<file path="src/rtl/sdram_tester_pkg.sv">
// Shared definitions for the SDRAM burst tester: FSM state encodings,
// default interface widths and the LFSR pattern step function.
package sdram_tester_pkg;

    localparam int DEF_DATA_BITS  = 16;
    localparam int DEF_ADDR_BITS  = 24;
    localparam int DEF_BURST_BITS = 10;

    // Right-shift Galois taps for x^16 + x^14 + x^13 + x^11 + 1
    localparam logic [15:0] LFSR_POLY = 16'hB400;

    typedef enum logic [2:0] {
        ST_IDLE    = 3'd0,
        ST_WR_REQ  = 3'd1,
        ST_WR_WAIT = 3'd2,
        ST_RD_REQ  = 3'd3,
        ST_RD_WAIT = 3'd4,
        ST_FINISH  = 3'd5
    } tester_state_t;

    // One Galois LFSR step: shift right, fold the taps in when a one falls out
    function automatic logic [15:0] lfsr_next(input logic [15:0] cur);
        logic [15:0] nxt;
        nxt = {1'b0, cur[15:1]};
        if (cur[0]) begin
            nxt = nxt ^ LFSR_POLY;
        end else begin
            nxt = nxt;
        end
        return nxt;
    endfunction

endpackage

</file>
<file path="src/rtl/sdram_pattern_gen.sv">
// Deterministic data pattern source, used both to produce write data and
// to predict read data. Default build yields seed + n; with the macro
// SDRAM_TESTER_LFSR_EN defined it yields a 16-bit Galois LFSR sequence
// (seed 0 promoted to 1, value replicated across wider words).
module sdram_pattern_gen
    import sdram_tester_pkg::*;
#(
    parameter int DATA_BITS = DEF_DATA_BITS
) (
    input  logic                 clk,
    input  logic                 rst_n,
    input  logic                 load,
    input  logic [DATA_BITS-1:0] seed,
    input  logic                 step,
    output logic [DATA_BITS-1:0] value
);

`ifdef SDRAM_TESTER_LFSR_EN
    logic [15:0]           lfsr_r;
    logic [DATA_BITS+15:0] seed_ext_s;
    logic [15:0]           seed_lfsr_s;
    logic [DATA_BITS-1:0]  value_s;

    // Narrow or widen the seed to 16 bits and keep the LFSR out of the all-zero lockup
    always_comb begin
        seed_ext_s = {16'd0, seed};
        if (seed_ext_s[15:0] == 16'd0) begin
            seed_lfsr_s = 16'h0001;
        end else begin
            seed_lfsr_s = seed_ext_s[15:0];
        end
    end

    // LFSR state: load has priority over step
    always_ff @(posedge clk or negedge rst_n) begin
        if (!rst_n) begin
            lfsr_r <= 16'd0;
        end else if (load) begin
            lfsr_r <= seed_lfsr_s;
        end else if (step) begin
            lfsr_r <= lfsr_next(lfsr_r);
        end else begin
            lfsr_r <= lfsr_r;
        end
    end

    // Replicate the 16-bit state across the data word
    always_comb begin
        value_s = '0;
        for (int i = 0; i < DATA_BITS; i++) begin
            value_s[i] = lfsr_r[i % 16];
        end
    end

    assign value = value_s;
`else
    logic [DATA_BITS-1:0] count_r;

    // Incrementing counter: load has priority over step
    always_ff @(posedge clk or negedge rst_n) begin
        if (!rst_n) begin
            count_r <= '0;
        end else if (load) begin
            count_r <= seed;
        end else if (step) begin
            count_r <= count_r + DATA_BITS'(1);
        end else begin
            count_r <= count_r;
        end
    end

    assign value = count_r;
`endif

endmodule

</file>
<file path="src/rtl/sdram_burst_tester.sv">
// Self-checking SDRAM burst traffic generator. Writes NUM_BURSTS bursts of a
// seeded pattern from base_addr, reads them back, and reports pass/fail, an
// error count and the last word read. Optional macro: SDRAM_TESTER_LFSR_EN
// selects an LFSR pattern instead of the incrementing one.
module sdram_burst_tester
    import sdram_tester_pkg::*;
#(
    parameter int DATA_BITS  = DEF_DATA_BITS,
    parameter int ADDR_BITS  = DEF_ADDR_BITS,
    parameter int BURST_BITS = DEF_BURST_BITS,
    parameter int BURST_LEN  = 128,
    parameter int NUM_BURSTS = 4
) (
    input  logic                  sdram_clk_ref,
    input  logic                  rst_n,
    input  logic                  start,
    input  logic [DATA_BITS-1:0]  seed,
    input  logic [ADDR_BITS-1:0]  base_addr,
    output logic                  busy,
    output logic                  done,
    output logic                  pass,
    output logic [15:0]           err_count,
    output logic [DATA_BITS-1:0]  last_rd_data,
    output logic                  wr_burst_req,
    output logic [ADDR_BITS-1:0]  wr_burst_addr,
    output logic [BURST_BITS-1:0] wr_burst_len,
    output logic [DATA_BITS-1:0]  wr_burst_data,
    input  logic                  wr_burst_data_req,
    input  logic                  wr_burst_finish,
    output logic                  rd_burst_req,
    output logic [ADDR_BITS-1:0]  rd_burst_addr,
    output logic [BURST_BITS-1:0] rd_burst_len,
    input  logic [DATA_BITS-1:0]  rd_burst_data,
    input  logic                  rd_burst_data_valid,
    input  logic                  rd_burst_finish
);

    localparam int BIDX_BITS = $clog2(NUM_BURSTS + 1);
    // One spare bit so an over-long burst cannot alias back onto BURST_LEN
    localparam int WIDX_BITS = BURST_BITS + 1;

    localparam logic [ADDR_BITS-1:0]  BURST_STRIDE = ADDR_BITS'(BURST_LEN);
    localparam logic [BURST_BITS-1:0] BURST_LEN_W  = BURST_BITS'(BURST_LEN);
    localparam logic [WIDX_BITS-1:0]  WORD_TARGET  = WIDX_BITS'(BURST_LEN);
    localparam logic [WIDX_BITS-1:0]  WORD_MAX     = {WIDX_BITS{1'b1}};
    localparam logic [BIDX_BITS-1:0]  BURST_LAST   = BIDX_BITS'(NUM_BURSTS - 1);

    tester_state_t         state_r;
    logic [DATA_BITS-1:0]  seed_r;
    logic [ADDR_BITS-1:0]  base_r;
    logic [ADDR_BITS-1:0]  off_r;
    logic [BIDX_BITS-1:0]  burst_idx_r;
    logic [WIDX_BITS-1:0]  word_idx_r;
    logic [15:0]           err_count_r;
    logic                  pass_r;
    logic                  done_r;
    logic                  busy_r;
    logic [DATA_BITS-1:0]  last_rd_data_r;
    logic                  wr_req_r;
    logic [ADDR_BITS-1:0]  wr_addr_r;
    logic [BURST_BITS-1:0] wr_len_r;
    logic                  rd_req_r;
    logic [ADDR_BITS-1:0]  rd_addr_r;
    logic [BURST_BITS-1:0] rd_len_r;

    logic                  gen_load_s;
    logic [DATA_BITS-1:0]  gen_seed_s;
    logic                  wr_step_s;
    logic                  rd_valid_s;
    logic                  rd_fin_s;
    logic                  mismatch_s;
    logic                  len_err_s;
    logic [WIDX_BITS-1:0]  word_cnt_s;
    logic [1:0]            err_inc_s;
    logic [16:0]           err_sum_s;
    logic [15:0]           err_next_s;
    logic [DATA_BITS-1:0]  wr_value_s;
    logic [DATA_BITS-1:0]  rd_value_s;

    // Write-data generator
    sdram_pattern_gen #(.DATA_BITS(DATA_BITS)) u_wr_gen (
        .clk   (sdram_clk_ref),
        .rst_n (rst_n),
        .load  (gen_load_s),
        .seed  (gen_seed_s),
        .step  (wr_step_s),
        .value (wr_value_s)
    );

    // Read-data predictor, same sequence as the writer
    sdram_pattern_gen #(.DATA_BITS(DATA_BITS)) u_rd_chk (
        .clk   (sdram_clk_ref),
        .rst_n (rst_n),
        .load  (gen_load_s),
        .seed  (gen_seed_s),
        .step  (rd_valid_s),
        .value (rd_value_s)
    );

    // Generator control and read-side checking arithmetic
    always_comb begin
        gen_load_s = 1'b0;
        gen_seed_s = seed_r;
        case (state_r)
            ST_IDLE: begin
                gen_load_s = start;
                gen_seed_s = seed;
            end
            ST_WR_WAIT: begin
                gen_load_s = wr_burst_finish && (burst_idx_r == BURST_LAST);
            end
            default: begin
                gen_load_s = 1'b0;
            end
        endcase

        wr_step_s  = wr_burst_data_req && ((state_r == ST_WR_REQ) || (state_r == ST_WR_WAIT));
        rd_valid_s = rd_burst_data_valid && (state_r == ST_RD_WAIT);
        rd_fin_s   = rd_burst_finish && (state_r == ST_RD_WAIT);
        mismatch_s = rd_valid_s && (rd_burst_data != rd_value_s);

        if (rd_valid_s && (word_idx_r != WORD_MAX)) begin
            word_cnt_s = word_idx_r + WIDX_BITS'(1);
        end else begin
            word_cnt_s = word_idx_r;
        end

        // The word arriving with finish is counted before the length check
        len_err_s  = rd_fin_s && (word_cnt_s != WORD_TARGET);
        err_inc_s  = {1'b0, mismatch_s} + {1'b0, len_err_s};
        err_sum_s  = {1'b0, err_count_r} + {15'd0, err_inc_s};
        if (err_sum_s[16]) begin
            err_next_s = 16'hFFFF;
        end else begin
            err_next_s = err_sum_s[15:0];
        end
    end

    // Tester FSM with registered outputs
    always_ff @(posedge sdram_clk_ref or negedge rst_n) begin
        if (!rst_n) begin
            state_r        <= ST_IDLE;
            seed_r         <= '0;
            base_r         <= '0;
            off_r          <= '0;
            burst_idx_r    <= '0;
            word_idx_r     <= '0;
            err_count_r    <= 16'd0;
            pass_r         <= 1'b0;
            done_r         <= 1'b0;
            busy_r         <= 1'b0;
            last_rd_data_r <= '0;
            wr_req_r       <= 1'b0;
            wr_addr_r      <= '0;
            wr_len_r       <= '0;
            rd_req_r       <= 1'b0;
            rd_addr_r      <= '0;
            rd_len_r       <= '0;
        end else begin
            done_r <= 1'b0;
            case (state_r)
                ST_IDLE: begin
                    if (start) begin
                        seed_r      <= seed;
                        base_r      <= base_addr;
                        off_r       <= '0;
                        burst_idx_r <= '0;
                        word_idx_r  <= '0;
                        err_count_r <= 16'd0;
                        busy_r      <= 1'b1;
                        wr_len_r    <= BURST_LEN_W;
                        rd_len_r    <= BURST_LEN_W;
                        state_r     <= ST_WR_REQ;
                    end else begin
                        state_r     <= ST_IDLE;
                    end
                end
                ST_WR_REQ: begin
                    wr_req_r  <= 1'b1;
                    wr_addr_r <= base_r + off_r;
                    state_r   <= ST_WR_WAIT;
                end
                ST_WR_WAIT: begin
                    if (wr_burst_finish) begin
                        wr_req_r <= 1'b0;
                        if (burst_idx_r == BURST_LAST) begin
                            burst_idx_r <= '0;
                            off_r       <= '0;
                            state_r     <= ST_RD_REQ;
                        end else begin
                            burst_idx_r <= burst_idx_r + BIDX_BITS'(1);
                            off_r       <= off_r + BURST_STRIDE;
                            state_r     <= ST_WR_REQ;
                        end
                    end else begin
                        state_r <= ST_WR_WAIT;
                    end
                end
                ST_RD_REQ: begin
                    rd_req_r  <= 1'b1;
                    rd_addr_r <= base_r + off_r;
                    state_r   <= ST_RD_WAIT;
                end
                ST_RD_WAIT: begin
                    err_count_r <= err_next_s;
                    if (rd_burst_data_valid) begin
                        last_rd_data_r <= rd_burst_data;
                    end else begin
                        last_rd_data_r <= last_rd_data_r;
                    end
                    if (rd_burst_data_valid || rd_burst_finish) begin
                        rd_req_r <= 1'b0;
                    end else begin
                        rd_req_r <= rd_req_r;
                    end
                    if (rd_burst_finish) begin
                        word_idx_r <= '0;
                        if (burst_idx_r == BURST_LAST) begin
                            burst_idx_r <= '0;
                            state_r     <= ST_FINISH;
                        end else begin
                            burst_idx_r <= burst_idx_r + BIDX_BITS'(1);
                            off_r       <= off_r + BURST_STRIDE;
                            state_r     <= ST_RD_REQ;
                        end
                    end else begin
                        word_idx_r <= word_cnt_s;
                        state_r    <= ST_RD_WAIT;
                    end
                end
                ST_FINISH: begin
                    pass_r  <= (err_count_r == 16'd0);
                    done_r  <= 1'b1;
                    busy_r  <= 1'b0;
                    state_r <= ST_IDLE;
                end
                default: begin
                    wr_req_r <= 1'b0;
                    rd_req_r <= 1'b0;
                    busy_r   <= 1'b0;
                    state_r  <= ST_IDLE;
                end
            endcase
        end
    end

    assign busy          = busy_r;
    assign done          = done_r;
    assign pass          = pass_r;
    assign err_count     = err_count_r;
    assign last_rd_data  = last_rd_data_r;
    assign wr_burst_req  = wr_req_r;
    assign wr_burst_addr = wr_addr_r;
    assign wr_burst_len  = wr_len_r;
    assign wr_burst_data = wr_value_s;
    assign rd_burst_req  = rd_req_r;
    assign rd_burst_addr = rd_addr_r;
    assign rd_burst_len  = rd_len_r;

endmodule

</file>
<file path="config.mk">
export PLATFORM = sky130hd
export DESIGN_NAME = sdram_burst_tester
export DESIGN_NICKNAME = d
export VERILOG_FILES = /design/src/rtl/sdram_tester_pkg.sv /design/src/rtl/sdram_pattern_gen.sv /design/src/rtl/sdram_burst_tester.sv
export SDC_FILE = /design/constraint.sdc
export NUM_CORES = 1
export LEC_CHECK = 0
export ABC_AREA = 0
export BUFFER_PORTS_ARGS = -buffer_cell sky130_fd_sc_hd__buf_2
export CORE_UTILIZATION = 56
export DETAILED_ROUTE_END_ITERATION = 6
export PLACE_DENSITY = 0.91
export SKIP_LAST_GASP = 1
export SYNTH_ARGS = -nofsm -noshare
export SYNTH_HDL_FRONTEND = slang
export SYNTH_SLANG_ARGS = --single-unit
export TNS_END_PERCENT = 10
</file>
<file path="constraint.sdc">
create_clock -name sdram_clk_ref -period 4.9 [get_ports sdram_clk_ref]
set_clock_uncertainty 0.2 [all_clocks]
set_input_delay 0.98 -clock sdram_clk_ref [delete_from_list [all_inputs] [get_ports sdram_clk_ref]]
set_output_delay 0.98 -clock sdram_clk_ref [all_outputs]
set_load 0.005 [all_outputs]
</file>
; ---- After elaboration in Yosys (flattened, before gate mapping)
; Cells that the tools add are included.
; Widths: inputs -> output; s select.
[word_totals]
regBits = 199
input_bits = 63
elab_cells = 106
[op_classes]
addsub = 8
n_eq_ne = 14
muxes = 37
bitwise = 3
n_reduce_logical = 26
[ops]
columns = operator, count
row1 = $mux 24, 5
row2 = $mux 16, 7
row3 = $pmux 24 s3, 1
row4 = $mux 11, 3
row5 = $add 16x1->16 const B, 2
row6 = $pmux 16 s2, 1
row7 = $add 24x24->24, 1
row8 = $add 24x8->24 const B, 1
row9 = $pmux 11 s2, 1
row10 = $mux 3, 7
row11 = $add 16x2->17, 1
row12 = $logic_not 16->1, 1
row13 = $ne 16x16->1, 1
row14 = $pmux 3 s5, 1
row15 = $reduce_and 2->1, 6
row16 = $reduce_or 4->1, 3
row17 = $add 11x1->11 const B, 1
row18 = $ne 11x11->1 const B, 1
row19 = $ne 11x8->1 const B, 1
row20 = $eq 3x2->1 const B, 3
row21 = $pmux 3 s3, 1
row22 = $ne 2x2->1 const B, 4
row23 = $logic_and 1x1->1, 7
row24 = $eq 3x3->1 const B, 2
row25 = 15 further kinds, 26

; ---- Longest topological paths before layout
; Gate-level depths: netlist of the first run.
[logic_depth]
depth_word = 10
depth_mapped = 17
ltp_nobuf = 15

; ---- Cells and area by module
; A second synthesis of the first run with hierarchy kept.
[hier_totals]
cells_unflattened = 1083
hier_area_um2 = 10072.2
[modules_own_cells]
columns = module, instances, cells_each, area_each_um2, seq_area_each_um2
row1 = sdram_burst_tester, 1, 885, 8185.4, 4003.8
row2 = sdram_pattern_gen, 2, 99, 943.4, 400.4

; ---- Least setup slack after synthesis of the first run
; Ideal clock, no wire load.
[synth_timing]
path_type = in2reg
startpoint = input port rd_burst_data_valid
endpoint = register err_count_r[7] (netlist: err_count[7])
setup_time_ps = 72
arrival_time_ps = 3962
slack_ps = 666
path_stages = 16
path_buffers = 2
path_cell_list = and4bb_2 > nand4_1 > a211oi_1 > mux2_2 > nand4b_1 > o31ai_1 > fa_1 > inv_1 > ha_1 > nand3_1 > or4_4 > buf_6 > buf_8 > a211oi_1 > a21oi_1 > nor2_1
[synth_between]
elab_chain_cells = 9
word_cells_on_any_way = 10
cone_classes = add/sub: 2 / eq/ne: 1 / mux: 3 / reduce/logical: 4
[synth_lines]
columns = element, line_no
row1 = start: declaration, sdram_burst_tester.sv:34  ; input logic rd_burst_data_valid,
row2 = $logic_and 1x1->1 *, sdram_burst_tester.sv:118  ; rd_valid_s = rd_burst_data_valid && (state_r == ST_RD_WAIT);
row3 = $logic_and 1x1->1, sdram_burst_tester.sv:122  ; if (rd_valid_s && (word_idx_r != WORD_MAX)) begin
row4 = $mux 11, sdram_burst_tester.sv:122
row5 = $ne 11x8->1, sdram_burst_tester.sv:129  ; len_err_s = rd_fin_s && (word_cnt_s != WORD_TARGET);
row6 = $logic_and 1x1->1, sdram_burst_tester.sv:129
row7 = $add 1x1->2 *, sdram_burst_tester.sv:130  ; err_inc_s = {1'b0, mismatch_s} + {1'b0, len_err_s};
row8 = $add 16x2->17 *, sdram_burst_tester.sv:131  ; err_sum_s = {1'b0, err_count_r} + {15'd0, err_inc_s};
row9 = $mux 16 *, sdram_burst_tester.sv:132  ; if (err_sum_s[16]) begin
row10 = $pmux 16 s2 *, sdram_burst_tester.sv:161  ; case (state_r)
row11 = end signal: assignment, sdram_burst_tester.sv:205  ; err_count_r <= err_next_s;
row12 = end: declaration, sdram_burst_tester.sv:54  ; logic [15:0] err_count_r;
; Every way passes the cells marked *; elsewhere a longest branch is shown, timed or not.
; A chain may end at the register's enable or synchronous reset.

; ---- Worst setup path in the final report of the first run
[layout_timing]
startpoint = input port rd_burst_data_valid
endpoint = register err_count_r[13] (netlist: err_count[13])
; Same word-level chain as after synthesis.

==> flow_metrics.py, run 1 <==
metrics = {
    "power_and_ir_drop": {
        "power_density_nw_per_um2": 556,
        "power_frac_seq_pct": 40.5,
        "combPwrFrac_pct": 37.5,
        "leakagePower_nw": 5.76,
        "irDropWorstVdd_v": 0.000312,
        "swShare_pct": 38.7,
        "intPower_mw": 3.95,
        "power.share.clock_pct": 22.0,
        "switchingPower_mw": 2.50,
    },
    "synthesis": {
        "yosys_warnings": 0,
        "synthCells": 1116,
        "synthFlopType": "dfrtp_1",
        "synth.top_cell.area_share_pct": 48.0,
        "synth_area_sq_um": 10000,
        "seq_area_frac_synth_pct": 48.0,
        "synthArstFlopShare_pct": 100,
        "syn_avg_cell_area_sq_um": 8.98,
        "yosys_register_bits": 192,
        "netlist_top_cells_count": "293 x nand2_1, 192 x dfrtp_1, 71 x o21ai_0",
        "synth-edff-count": 0,
        "synth_cell_types": 69,
        "synth_area_leaders": "dfrtp_1 48%, nand2_1 11%, o21ai_0 3.5%, xor2_1 3.3%, ha_1 2.7%",
        "yosys.area.top_type": "dfrtp_1",
        "synth_most_common_cell": "nand2_1",
    },
    "setup_path": {
        "path_max_fanout": 32,
        "r2r_start": "word_idx_r[0]",
        "cp-startpoint": "rd_burst_data_valid",
        "worstSetupPathType": "in2reg",
        "cp-start-kind": "input pin",
        "endpoint": "err_count[13]",
        "worst-r2r-setup-slack_ns": 0.72,
        "r2r_cells": 14,
        "required_ns": 5.03,
        "rr_endpoint": "err_count[13]",
        "cp-end-kind": "register",
        "cp.arrival_ns": 4.32,
    },
    "finish": {
        "nets": 1352,
        "final_util_pct": 66.9,
        "nFillCells": 1343,
        "syn_to_final_growth_pct": 15.8,
        "drive_gt1_share_pct": 19.0,
    },
    "die": {
        "pin_count": 184,
        "fp.coreArea_sq_um": 17400,
        "start_util_pct": 57.7,
        "row_count": 48,
        "chipHeight_um": 136,
        "die_w_um": 136,
        "dieArea_sq_um": 18400,
    },
    "timing": {
        "rsz0062_at_grt": "false",
        "finalCriticalPeriod_ns": 4.19,
        "tightest_slew_ns": 0.944,
        "finalHoldViolCount": 0,
        "post-route-period-util_pct": 85.6,
        "relSlewSlack_pct": 37.1,
        "slew_viol_final": 0,
        "tns_ns": 0,
        "fmax_mhz": 238,
        "finalSetupViolCount": 0,
    },
    "clock_network": {
        "cts_tree": "built",
        "htree_levels": 4,
        "clk_pin_slew_ns": 0.07,
        "hold_buffers": 0,
        "cts_resized": 0,
        "cts_made_buffers": 17,
        "clk_path_buf_depth": 2,
        "cts.sinks": 192,
        "cts-root-buf": "clkbuf_16",
        "cts_setup_buffers": 0,
        "clk_latency_ns": 0.43,
    },
    "route": {
        "antenna_left": 0,
        "viasPerCell": 5.79,
        "wl_per_cell_um": 16.1,
        "routed_wl_mm": 24.3,
        "first_pass_iters": 5,
        "vias": 8704,
        "drc": 0,
        "drtIter0Drc": 688,
    },
    "placement": {
        "portBuffers": 165,
        "gp_congestion": 0.936,
        "dp_hpwl_mm": 17.1,
    },
    "global_route": {
        "track_usage_pct": 27.0,
        "gr-total-overflow": 0,
        "grt_max_degree": 118,
        "antenna_found_initial": 0,
        "grt_pass1_vias": 8116,
        "grt_pass1_wl_mm": 39.2,
    },
    "min_path": {
        "holdPathStages": 2,
        "hp-class": "reg2reg",
    },
    "run": {
        "maxCapViolCount": 0,
    },
    "run_status": {
        "status": "complete, no violations",
    },
}
[worst min-delay path by stage]
stage | start | slack, ns | to
floorplan | seed_r[0] | 0.24 | seed_r[0]
global placement | last_rd_data[9] | 0.25 | last_rd_data[9]
detailed placement | last_rd_data[9] | 0.26 | last_rd_data[9]
CTS | last_rd_data[9] | 0.27 | last_rd_data[9]
global route | last_rd_data[12] | 0.28 | last_rd_data[12]
finish | last_rd_data[9] | 0.27 | last_rd_data[9]
[routing by layer]
| layer | vias up | part of all wire (%) | wire (um) | track usage (%) |
|---|---|---|---|---|
| li1 | 4141 | - | - | - |
| met2 | 351 | 48 | 11800 | 43.6 |
| met5 | - | 0 | 0 | 0 |
| met4 | 0 | 1.7 | 419 | 8.24 |
| met3 | 35 | 7.1 | 1720 | 5.69 |
| met1 | 4177 | 43 | 10400 | 36.2 |
[layout by cell type (no fill, tap or decap), types with 9 or more instances in the layout]
master,n
clkbuf_16,17
nor2_1,47
and3_1,12
o31ai_1,14
dfrtp_1,192
inv_1,21
nand4_1,19
nor4_1,12
nor3_1,17
and2_1,14
mux2_2,9
buf_4,17
nand3_1,36
ha_1,22
xor2_1,38
a31oi_1,14
mux2i_1,20
nor2b_1,9
nand2_1,292
a21oi_1,52
buf_2,164
conb_1,18
xnor2_1,16
o21ai_0,71
or3_1,12
a21boi_0,11
[state kept, by name, summed over array words and instances (netlist names), 3 cells and up]
name,count
base_r,24
burst_idx_r,3
err_count,16
last_rd_data,16
off_r,17
rd_burst_addr,24
seed_r,16
state_r,3
u_rd_chk.value,16
u_wr_gen.value,16
word_idx_r,11
wr_burst_addr,24
[final cells by class]
| class | instances | area (sq um) | share of cell area [%] |
|---|---|---|---|
| Antenna cell | 1 | 2.50 | 0.0216 |
| Clock buffer | 18 | 439 | 3.78 |
| Clock inverter | 13 | 163 | 1.40 |
| Inverter | 21 | 78.8 | 0.679 |
| Multi-Input combinational cell | 852 | 4870 | 42.0 |
| Sequential cell | 192 | 4800 | 41.4 |
| Tap cell | 225 | 282 | 2.43 |
| Timing Repair Buffer | 182 | 962 | 8.29 |
[per-stage QoR]
stage | hold WS [ns] | std cells | setup slack, ns | total power [mW] | area (sq um)
after floorplan | 0.245 | 1133 | 0.666 | 4.12 | 10100
after global placement | 0.254 | 1472 | 0.426 | 4.90 | 11000
after detailed placement | 0.258 | 1472 | 0.302 | 5.03 | 11000
after CTS | 0.274 | 1503 | 0.723 | 6.48 | 11600
after global routing | 0.283 | 1503 | 0.440 | 6.92 | 11600
final | 0.268 | 1504 | 0.707 | 6.45 | 11600
[critical path, cell delays in order]
cell and delay (ns):
buf_2 0.12, and4bb_2 0.26, buf_4 0.31, and2_1 0.22
nand4_1 0.19, xnor2_1 0.21, o31ai_1 0.10, fa_1 0.39
inv_1 0.08, ha_1 0.23, nand3_1 0.13, or4_4 0.62
and2_4 0.22, a311oi_1 0.27
[power groups by stage]
| stage | Sequential, mW | Clock, mW | Combinational, mW |
|---|---|---|---|
| detailed placement | 2.62 | 0 | 2.41 |
| global route | 2.68 | 1.51 | 2.72 |
| finish | 2.61 | 1.42 | 2.42 |
| floorplan | 2.55 | 0 | 1.57 |
| CTS | 2.60 | 1.45 | 2.43 |
| global placement | 2.59 | 0 | 2.31 |
[kinds of logic after synthesis]
| group | count (synthesis) | share of synthesized area (%) |
|---|---|---|
| multiplexers | 29 | 3.01 |
| AO/OA/AOI/OAI | 220 | 13.6 |
| flip-flops | 192 | 48.0 |
| XOR/XNOR | 54 | 4.72 |
| other | 1 | 0.0374 |
| buffers and inverters | 89 | 4.37 |
| AND/OR/NAND/NOR | 508 | 23.3 |
| adder cells (fa/ha/maj) | 23 | 2.95 |
No activity file was read; power rests on OpenSTA's default activity.
==> run 2, diff against run 1 <==
CORE_UTILIZATION = 55   (was 56)
PLACE_DENSITY = 0.9   (was 0.91)
==> run 2 against run 1 <==
  * Utilization down 0.67 points
  * Clock-buffer cell count is 1 lower
  * Register-to-register slack lost 0.15 ns
  * Setup slack worse by 0.13 ns
  * Critical path depth increased by 2
  * Sequential share of layout area barely moved
  * Via count up 0.37%
  * Critical path type is now reg2reg
  * Critical endpoint is now err_count[3]
  * Highest routed layer unchanged
==> flow_metrics.py, run 2 (synthesis gave the netlist of run 1 again) <==
metrics = {
    "placement": {
        "portBuffers": 165,
        "gp_congestion": 0.902,
        "dp_hpwl_mm": 17.5,
        "numPlacedInstances": 1471,
    },
    "setup_path": {
        "path_max_fanout": 16,
        "slowest_delay_ns": 0.62,
        "cp.arrival_ns": 4.50,
        "worstSetupPathType": "reg2reg",
        "r2r_cells": 16,
        "required_ns": 5.07,
        "rr_endpoint": "err_count[3]",
        "critPathSlowestCell": "or4_4",
        "crit_path_frequent_cell": "ha_1",
        "r2r_start": "word_idx_r[0]",
        "cp-end-kind": "register",
        "crit_family": "simple AND/OR/NAND/NOR gates",
        "cp-start-kind": "register",
        "worst-r2r-setup-slack_ns": 0.57,
        "cp_num_buf_inv": 2,
        "crit_chain": "ha_1, and3_1, nor2b_1, a21oi_1, buf_4, a22o_1, nand4b_1, o31ai_1, fa_1, inv_1, ha_1, nand3_1, or4_4, and2_4, a41oi_2, o21a_1",
    },
    "finish": {
        "nFillCells": 1402,
        "seqCellArea_sq_um": 4800,
        "mostFrequentLayoutCell": "nand2_1",
        "multi_input_area_sq_um": 4870,
        "stdcell_count": 1504,
        "final_util_pct": 66.2,
        "final_cell_mix": "292 x nand2_1, 192 x dfrtp_1, 164 x buf_2",
        "syn_to_final_growth_pct": 15.9,
        "nets": 1351,
        "drive_gt1_share_pct": 19.0,
    },
    "global_route": {
        "grt_max_degree": 132,
        "grt-busiest-layer": "met2",
        "track_usage_pct": 27.4,
        "use_met2_pct": 43.6,
        "antenna_found_initial": 2,
        "grt_pass1_vias": 8245,
        "grt_use_met1_pct": 36.5,
        "grt_pass1_wl_mm": 40.1,
        "gr-total-overflow": 0,
        "use_met3_pct": 6.22,
    },
    "clock_network": {
        "cts_setup_buffers": 0,
        "cts_tree": "built",
        "cts.sinks": 192,
        "clk_latency_ns": 0.43,
        "cts_resized": 0,
        "clk_path_buf_depth": 2,
        "cts-root-buf": "clkbuf_16",
        "htree_levels": 4,
        "hold_buffers": 0,
        "cts_made_buffers": 17,
        "clk_pin_slew_ns": 0.07,
    },
    "timing": {
        "rsz0062_at_grt": "false",
        "finalHoldViolCount": 0,
        "finalCriticalPeriod_ns": 4.33,
        "finalSetupViolCount": 0,
        "slew_viol_final": 0,
        "fmax_mhz": 231,
        "tightest_slew_ns": 1.03,
        "relSlewSlack_pct": 31.3,
        "post-route-period-util_pct": 88.3,
        "tns_ns": 0,
    },
    "min_path": {
        "min_to": "last_rd_data[7]",
        "hp-class": "reg2reg",
        "hp-start": "last_rd_data[7]",
        "holdPathStages": 2,
    },
    "route": {
        "antenna_left": 0,
        "wl_per_cell_um": 16.7,
        "vias": 8736,
        "drc": 0,
        "first_pass_iters": 7,
        "drtIter0Drc": 603,
        "routed_wl_mm": 25.2,
        "viasPerCell": 5.81,
    },
    "die": {
        "start_util_pct": 57.1,
        "chipHeight_um": 137,
        "fp.coreArea_sq_um": 17500,
        "dieArea_sq_um": 18800,
        "pin_count": 184,
        "die_w_um": 137,
        "row_count": 48,
    },
    "run": {
        "maxCapViolCount": 0,
    },
    "power_and_ir_drop": {
        "leakagePower_nw": 5.76,
        "power_density_nw_per_um2": 558,
        "finalPower_mw": 6.48,
        "irDropWorstVdd_v": 0.000406,
    },
    "run_status": {
        "status": "complete, no violations",
    },
}
run 2: cell count changes in the layout (fill, tap and decap cells not counted):
cell and delta:
inv_6 +3, buf_4 -2, clkinv_2 -2, clkinv_4 +2, clkinvlp_4 -2, inv_8 +2, buf_12 +1, bufinv_16 -1
clkbuf_8 -1
run 2: worst max path at each step:
stage | from | end | cells past startpoint
detailed placement | rd_burst_data_valid | err_count[3] | 15
global placement | rd_burst_data_valid | err_count[3] | 15
global route | word_idx_r[0] | err_count[13] | 16
floorplan | rd_burst_data_valid | err_count[7] | 16
finish | word_idx_r[0] | err_count[3] | 16
CTS | word_idx_r[0] | err_count[3] | 16
run 2: worst reg2reg max path, delay by kind of cell, from the launching register on:
kind                     cells  cell delay, ns
AO/OA/AOI/OAI                5            0.74
AND/OR/NAND/NOR              6            1.69
buffers and inverters        2            0.25
flip-flops                   1            0.46
adder cells (fa/ha/maj)      3            0.91
run 2: metal layers:
layer  share of wire (%)  vias up
li1                    -     4137
met4                 2.4        0
met1                  43     4202
met2                  48      350
met5                   0        -
met3                 6.8       47
run 2: per-stage QoR:
stage	setup slack, ns	hold slack, ns	area, sq um
after floorplan	0.666	0.245	10100
after global placement	0.498	0.252	11000
after detailed placement	0.382	0.259	11000
after CTS	0.633	0.276	11600
after global routing	0.387	0.301	11600
final	0.574	0.272	11600
run 2: cell type report:
| class | instances | share of cell area (%) |
|---|---|---|
| timing repair buffer | 181 | 8.33 |
| sequential | 192 | 41.4 |
| antenna | 1 | 0.0216 |
| clock buffer | 17 | 3.66 |
| tap | 225 | 2.43 |
| multi-input combinational | 852 | 42.0 |
| clock inverter | 15 | 1.50 |
| inverter | 21 | 0.679 |
run 2: power by group:
part / switching [mW] / internal, mW
registers: 0.463 / 2.16
logic: 1.46 / 0.974
clock network: 0.658 / 0.770
total: 2.58 / 3.91
